===== src/rtl/hood_mode_ctrl_if.sv =====
// hood_mode_ctrl_if
//   Groups the button/power inputs and the mode outputs of the hood mode
//   sequencer so they travel as one port.
//   master : drives machine_state and button pulses, observes mode outputs
//   slave  : the sequencer itself (consumes buttons, drives mode outputs)
interface hood_mode_ctrl_if;
    logic       machine_state;
    logic       menu_btn;
    logic       mode1_btn;
    logic       mode2_btn;
    logic       mode3_btn;
    logic       mode_self_clean_btn;
    logic [2:0] mode_state;
    logic [7:0] countdown;
    logic       count_active;
    logic       hurricane_used;
    logic [4:0] led;

    modport master (
        output machine_state, menu_btn, mode1_btn, mode2_btn, mode3_btn,
               mode_self_clean_btn,
        input  mode_state, countdown, count_active, hurricane_used, led
    );

    modport slave (
        input  machine_state, menu_btn, mode1_btn, mode2_btn, mode3_btn,
               mode_self_clean_btn,
        output mode_state, countdown, count_active, hurricane_used, led
    );
endinterface


===== src/rtl/hood_mode_ctrl.sv =====
// hood_mode_ctrl
//   Mode sequencer for the kitchen hood. Turns debounced button pulses into
//   mode transitions behind a menu gate, runs the timed hurricane / run-on /
//   self-clean states from a one-second prescaler.
//   clk  : system clock
//   rst  : synchronous active-low reset
//   bus  : hood_mode_ctrl_if.slave (power + buttons in, mode_state,
//          countdown, count_active, hurricane_used, led out; all registered)
module hood_mode_ctrl #(
    parameter int TICKS_PER_SEC = 100_000_000,
    parameter int HURRICANE_SEC = 60,
    parameter int RETURN_SEC    = 60,
    parameter int CLEAN_SEC     = 180
) (
    input logic              clk,
    input logic              rst,
    hood_mode_ctrl_if.slave  bus
);
    localparam logic [2:0] S_STANDBY   = 3'd0;
    localparam logic [2:0] S_MODE1     = 3'd1;
    localparam logic [2:0] S_MODE2     = 3'd2;
    localparam logic [2:0] S_HURRICANE = 3'd3;
    localparam logic [2:0] S_RETURN    = 3'd4;
    localparam logic [2:0] S_CLEAN     = 3'd5;

    localparam int         PW       = (TICKS_PER_SEC > 1) ? $clog2(TICKS_PER_SEC) : 1;
    localparam logic [PW-1:0] PRESC_LAST = PW'(TICKS_PER_SEC - 1);
    localparam logic [7:0] H_LOAD   = 8'(HURRICANE_SEC);
    localparam logic [7:0] R_LOAD   = 8'(RETURN_SEC);
    localparam logic [7:0] C_LOAD   = 8'(CLEAN_SEC);

    logic [2:0]    state_q, state_d;
    logic          menu_open_q, menu_open_d;
    logic [7:0]    countdown_q, countdown_d;
    logic          used_q, used_d;
    logic [PW-1:0] presc_q, presc_d;
    logic [2:0]    mode_state_q, mode_state_d;
    logic [4:0]    led_q, led_d;
    logic          active_q, active_d;

    logic timed_q, tick;
    logic win_menu, win_m3, win_m2, win_m1, win_clean;

    assign timed_q = (state_q == S_HURRICANE) || (state_q == S_RETURN) || (state_q == S_CLEAN);
    assign tick    = timed_q && (presc_q == PRESC_LAST);

    // Fixed priority: only the highest-priority pulse is ever evaluated, so an
    // ignored winner masks any lower pulse in the same cycle.
    assign win_menu  = bus.menu_btn;
    assign win_m3    = !bus.menu_btn && bus.mode3_btn;
    assign win_m2    = !bus.menu_btn && !bus.mode3_btn && bus.mode2_btn;
    assign win_m1    = !bus.menu_btn && !bus.mode3_btn && !bus.mode2_btn && bus.mode1_btn;
    assign win_clean = !bus.menu_btn && !bus.mode3_btn && !bus.mode2_btn && !bus.mode1_btn
                       && bus.mode_self_clean_btn;

    always_comb begin
        // NOTE: every signal assigned here gets a default first, so no path
        // leaves it unassigned and no latch is inferred.
        state_d     = state_q;
        menu_open_d = menu_open_q;
        countdown_d = countdown_q;
        used_d      = used_q;
        presc_d     = '0;
        if (timed_q) presc_d = tick ? '0 : presc_q + PW'(1);

        if (!bus.machine_state) begin
            state_d     = S_STANDBY;
            menu_open_d = 1'b0;
            countdown_d = '0;
            used_d      = 1'b0;
            presc_d     = '0;
        end else begin
            case (state_q)
                S_STANDBY: begin
                    if (win_menu) begin
                        menu_open_d = !menu_open_q;
                    end else if (menu_open_q) begin
                        if (win_m3 && !used_q) begin
                            state_d = S_HURRICANE; used_d = 1'b1;
                            countdown_d = H_LOAD; menu_open_d = 1'b0;
                        end else if (win_m2) begin
                            state_d = S_MODE2; menu_open_d = 1'b0;
                        end else if (win_m1) begin
                            state_d = S_MODE1; menu_open_d = 1'b0;
                        end else if (win_clean) begin
                            state_d = S_CLEAN; countdown_d = C_LOAD; menu_open_d = 1'b0;
                        end
                    end
                end
                S_MODE1, S_MODE2: begin
                    if (win_menu) begin
                        state_d = S_STANDBY;
                    end else if (win_m3 && !used_q) begin
                        state_d = S_HURRICANE; used_d = 1'b1; countdown_d = H_LOAD;
                    end else if (win_m2) begin
                        state_d = S_MODE2;
                    end else if (win_m1) begin
                        state_d = S_MODE1;
                    end
                end
                S_HURRICANE: begin
                    // Menu beats a simultaneous expiry and restarts the second.
                    if (win_menu) begin
                        state_d = S_RETURN; countdown_d = R_LOAD; presc_d = '0;
                    end else if (tick) begin
                        if (countdown_q == 8'd1) begin
                            state_d = S_MODE2; countdown_d = '0;
                        end else begin
                            countdown_d = countdown_q - 8'd1;
                        end
                    end
                end
                S_RETURN, S_CLEAN: begin
                    if (tick) begin
                        if (countdown_q == 8'd1) begin
                            state_d = S_STANDBY; countdown_d = '0;
                        end else begin
                            countdown_d = countdown_q - 8'd1;
                        end
                    end
                end
                default: begin
                    state_d = S_STANDBY; countdown_d = '0; menu_open_d = 1'b0;
                end
            endcase
        end
    end

    // Outputs are decoded from the next state so they land on the same edge
    // as the state change, with no extra cycle of latency.
    always_comb begin
        case (state_d)
            S_MODE1:               mode_state_d = 3'b001;
            S_MODE2:               mode_state_d = 3'b010;
            S_HURRICANE, S_RETURN: mode_state_d = 3'b011;
            S_CLEAN:               mode_state_d = 3'b100;
            default:               mode_state_d = 3'b000;
        endcase
        active_d = (state_d == S_HURRICANE) || (state_d == S_RETURN) || (state_d == S_CLEAN);
        led_d    = {menu_open_d,
                    state_d == S_CLEAN,
                    (state_d == S_HURRICANE) || (state_d == S_RETURN),
                    state_d == S_MODE2,
                    state_d == S_MODE1};
    end

    // NOTE: sequential state uses non-blocking assignments so every register
    // samples pre-edge values regardless of statement order.
    always_ff @(posedge clk) begin
        if (!rst) begin
            state_q      <= S_STANDBY;
            menu_open_q  <= 1'b0;
            countdown_q  <= '0;
            used_q       <= 1'b0;
            presc_q      <= '0;
            mode_state_q <= '0;
            led_q        <= '0;
            active_q     <= 1'b0;
        end else begin
            state_q      <= state_d;
            menu_open_q  <= menu_open_d;
            countdown_q  <= countdown_d;
            used_q       <= used_d;
            presc_q      <= presc_d;
            mode_state_q <= mode_state_d;
            led_q        <= led_d;
            active_q     <= active_d;
        end
    end

    assign bus.mode_state     = mode_state_q;
    assign bus.countdown      = countdown_q;
    assign bus.count_active   = active_q;
    assign bus.hurricane_used = used_q;
    assign bus.led            = led_q;
endmodule


===== src/flat_wrapper.sv =====
// flat-port wrapper written by rule: the top's interface ports become plain ports
module hood_mode_ctrl_flat 
#(
    parameter int TICKS_PER_SEC = 100_000_000,
    parameter int HURRICANE_SEC = 60,
    parameter int RETURN_SEC    = 60,
    parameter int CLEAN_SEC     = 180
)
  (clk, rst, bus_machine_state, bus_menu_btn, bus_mode1_btn, bus_mode2_btn, bus_mode3_btn, bus_mode_self_clean_btn, bus_mode_state, bus_countdown, bus_count_active, bus_hurricane_used, bus_led);
  hood_mode_ctrl_if bus_i ();
  input logic clk;
  input logic rst;
  input wire logic [$bits(bus_i.machine_state)-1:0] bus_machine_state;
  input wire logic [$bits(bus_i.menu_btn)-1:0] bus_menu_btn;
  input wire logic [$bits(bus_i.mode1_btn)-1:0] bus_mode1_btn;
  input wire logic [$bits(bus_i.mode2_btn)-1:0] bus_mode2_btn;
  input wire logic [$bits(bus_i.mode3_btn)-1:0] bus_mode3_btn;
  input wire logic [$bits(bus_i.mode_self_clean_btn)-1:0] bus_mode_self_clean_btn;
  output wire logic [$bits(bus_i.mode_state)-1:0] bus_mode_state;
  output wire logic [$bits(bus_i.countdown)-1:0] bus_countdown;
  output wire logic [$bits(bus_i.count_active)-1:0] bus_count_active;
  output wire logic [$bits(bus_i.hurricane_used)-1:0] bus_hurricane_used;
  output wire logic [$bits(bus_i.led)-1:0] bus_led;
  assign bus_i.machine_state = bus_machine_state;
  assign bus_i.menu_btn = bus_menu_btn;
  assign bus_i.mode1_btn = bus_mode1_btn;
  assign bus_i.mode2_btn = bus_mode2_btn;
  assign bus_i.mode3_btn = bus_mode3_btn;
  assign bus_i.mode_self_clean_btn = bus_mode_self_clean_btn;
  assign bus_mode_state = bus_i.mode_state;
  assign bus_countdown = bus_i.countdown;
  assign bus_count_active = bus_i.count_active;
  assign bus_hurricane_used = bus_i.hurricane_used;
  assign bus_led = bus_i.led;
  hood_mode_ctrl #(.TICKS_PER_SEC(TICKS_PER_SEC), .HURRICANE_SEC(HURRICANE_SEC), .RETURN_SEC(RETURN_SEC), .CLEAN_SEC(CLEAN_SEC)) u_core (.clk(clk), .rst(rst), .bus(bus_i));
endmodule

===== config.mk =====
export PLATFORM = sky130hd
export DESIGN_NAME = hood_mode_ctrl_flat
export DESIGN_NICKNAME = d
export VERILOG_FILES = /design/src/rtl/hood_mode_ctrl_if.sv /design/src/rtl/hood_mode_ctrl.sv /design/src/flat_wrapper.sv
export SDC_FILE = /design/constraint.sdc
export NUM_CORES = 1
export LEC_CHECK = 0
export ABC_AREA = 1
export CAP_MARGIN = 30
export CORE_MARGIN = 10
export CORE_UTILIZATION = 40
export CTS_CLUSTER_SIZE = 12
export DETAILED_ROUTE_END_ITERATION = 7
export PLACE_DENSITY_LB_ADDON = 0.15
export SYNTH_ARGS = -nofsm -noshare
export SYNTH_HDL_FRONTEND = slang
export SYNTH_SLANG_ARGS = --single-unit

===== constraint.sdc =====
create_clock -name clk -period 4.7 [get_ports clk]
set_clock_uncertainty 0.1 [all_clocks]
set_input_delay 0.47 -clock clk [delete_from_list [all_inputs] [get_ports clk]]
set_output_delay 0.47 -clock clk [all_outputs]
set_load 0.005 [all_outputs]

==> results.toml <==
[drt]
drc = 0
drt_iter0_markers = 134
dr.pass1.iters = 4
routed_via_density = 4.858
num_vias = 2429
wirelength_mm = 5.973
wire_per_inst_um = 11.95
ant_nets = 0

[sta]
period_minus_slack_ns = 2.232
finalSetupViolCount = 0
timing.slew.headroom_pct = 67.04
finalHoldViolCount = 0
rsz0062_at_grt = "no"
fin_crit_sh_pct = 47.48
worstMarginPinSlew_ns = 0.4898
fmax_mhz = 448.1
layout_setup_ws_ns = 2.468
fin_setup_tns_ns = 0
slew_viol_final = 0

[floorplanning]
rows = 29
initial_core_util_pct = 41.90
io_pins = 26
die_width_um = 102.3
die_h_um = 102.3
die_area_um2 = 10460
core_um2 = 6459

[global_routing]
grt_pass1_vias = 2352
antenna_found_initial = 0
grt_overflow = 0
grt_start_max_net_pins = 19
met2_usage_pct = 18.37
grt_pass1_wl_mm = 10.51
track_usage_pct = 11.99
grt_busiest_layer = "met2"
met1_usage_pct = 16.22
grt.met3_usage_pct = 3.509

[clock_network]
cts_hold_buf = 0
post-cts-setup-buffers = 0
numCtsBuffers = 5
cts_buffer_depth = 2
cts_sinks = 48
cts_max_level = 2
cts_resized = 0
clk_latency_ns = 0.30
cts_tree = "built"
cts_root_buffer = "clkbuf_8"
cts.clk_slew.worst_paths_ns = 0.09

[final_layout]
layout-drive-gt1-share_pct = 12.06
final_cell_mix = "nand2_1 (86), nor2_1 (50), dfxtp_1 (48), inv_1 (47), a21oi_1 (30)"
insertedDiodeCount = 0
final_common_cell = "nand2_1"
finish.utilization_pct = 48.88
nets = 433
area_growth_pct = 16.64
final_cells = 500

[worst_hold_path]
hp-class = "reg -> reg"

[pwr]
irDropWorstVdd_v = 0.0001305
power-per-cell-area_nw_per_um2 = 242.4
p_leak_nw = 1.208
p_total_mw = 0.7652

[synthesis]
syn-num-nets = 403
syn_area_per_cell_um2 = 6.904
yosysWarnings = 0
yosysSeqAreaShare_pct = 35.51
syn-instance-count = 392
synth.distinct_cells = 37
synth-seq-cells = 48
syn_area_um2 = 2706

[worst_setup_path]
criticalPathCategory = "in -> reg"
path_max_fanout = 7
cp_data_required_time_ns = 4.80
cp-start-kind = "primary input"
arrival_ns = 2.33
end_kind = "flop"

[run_status]
outcome = "complete, no violations"

[placement]
dp.cells = 492
pre_cts_ws_ns = 2.183
portBuffers = 25
hpwlAfterDp_mm = 4.630
gp_congestion = 0.8675

[job]
cap_violations = 0
==> worst paths after layout <==
path                                                    from                                   end  slack, ns  cells past startpoint
worst max-delay path                            bus_menu_btn  u_core.bus.countdown[0]$_SDFFE_PN0P_       2.47                     10
worst min-delay path            u_core.presc_q[0]$_SDFF_PN0_          u_core.presc_q[0]$_SDFF_PN0_       0.38                      1
worst max register to register  u_core.presc_q[0]$_SDFF_PN0_         u_core.presc_q[22]$_SDFF_PN0_       2.48                     10
worst min register to register  u_core.presc_q[0]$_SDFF_PN0_          u_core.presc_q[0]$_SDFF_PN0_       0.38                      1
==> cells in the mapped netlist (all sizes together) <==
library cell / instances / share of area (%)
dfxtp: 48 / 36
nand4: 6 / 1.4
a21oi: 33 / 6.5
a211oi: 1 / 0.28
and2: 2 / 0.55
xor2: 8 / 2.6
and3: 1 / 0.23
buf: 2 / 0.83
a31oi: 1 / 0.23
xnor2: 3 / 0.97
o31ai: 1 / 0.28
a21boi: 1 / 0.28
nor3b: 3 / 1.0
nor4: 2 / 0.46
ha: 3 / 1.4
o221ai: 1 / 0.32
nand2: 93 / 14
o21ai: 16 / 3.0
nand3: 22 / 4.7
o21a: 5 / 1.4
nand3b: 3 / 0.83
nor3: 16 / 3.9
inv: 51 / 7.2
nor2: 70 / 12
==> layer usage <==
metal | wire [um] | vias up | part of all wire (%)
met3 | 302 | 4 | 5.1
met1 | 3169 | 1071 | 53
met2 | 2454 | 29 | 41
met4 | 46 | 0 | 0.77
met5 | 0 | - | 0
li1 | - | 1325 | -
==> state kept, by name, indices dropped and copies added (netlist names) <==
name,flops
u_core.presc_q,27
u_core.menu_open_q,1
u_core.bus.led,4
u_core.bus.hurricane_used,1
u_core.state_q,3
u_core.bus.mode_state,3
u_core.bus.countdown,8
u_core.bus.count_active,1
==> critical path, cell delays in order <==
cell and delay [ns]:
clkdlybuf4s50_1 0.52, inv_1 0.22, nand3_1 0.18, nand2_1 0.13, nor2_1 0.06, nor3_2 0.35, nand2_1 0.10, nand2_1 0.12
a21oi_1 0.05, o21a_1 0.12
==> logic make-up (layout without fill, tap and decap cells) <==
group                    count (synthesis)  count (layout)  share of synthesized area (%)
adder cells (fa/ha/maj)                  3               3                          1.387
AO/OA/AOI/OAI                           59              59                          12.25
XOR/XNOR                                11              11                          3.560
AND/OR/NAND/NOR                        218             218                          39.30
flip-flops                              48              48                          35.51
buffers and inverters                   53              84                          7.998
==> where the power goes <==
part | internal (mW) | total [mW] | switching, mW | leakage, nW
combinational | 0.0127 | 0.0289 | 0.0162 | 0.757
clock | 0.188 | 0.328 | 0.140 | 0.0645
sequential | 0.407 | 0.408 | 0.00106 | 0.387
==> metrics by stage <==
step / hold slack, ns / cell area [um2]
after floorplan: 0.3387 / 2706
after global placement: 0.3555 / 3030
after detailed placement: 0.3593 / 3030
after CTS: 0.3824 / 3157
after global routing: 0.4105 / 3157
final: 0.3770 / 3157
==> layout make-up <==
| type | instances | area (um2) |
|---|---|---|
| Clock buffer | 7 | 96.34 |
| Clock inverter | 1 | 30.03 |
| Fill cell | 640 | 3302 |
| Inverter | 51 | 193.9 |
| Multi-Input combinational cell | 291 | 1529 |
| Sequential cell | 48 | 960.9 |
| Tap cell | 77 | 96.34 |
| Timing Repair Buffer | 25 | 250.2 |
No activity file was read; power rests on OpenSTA's default activity.
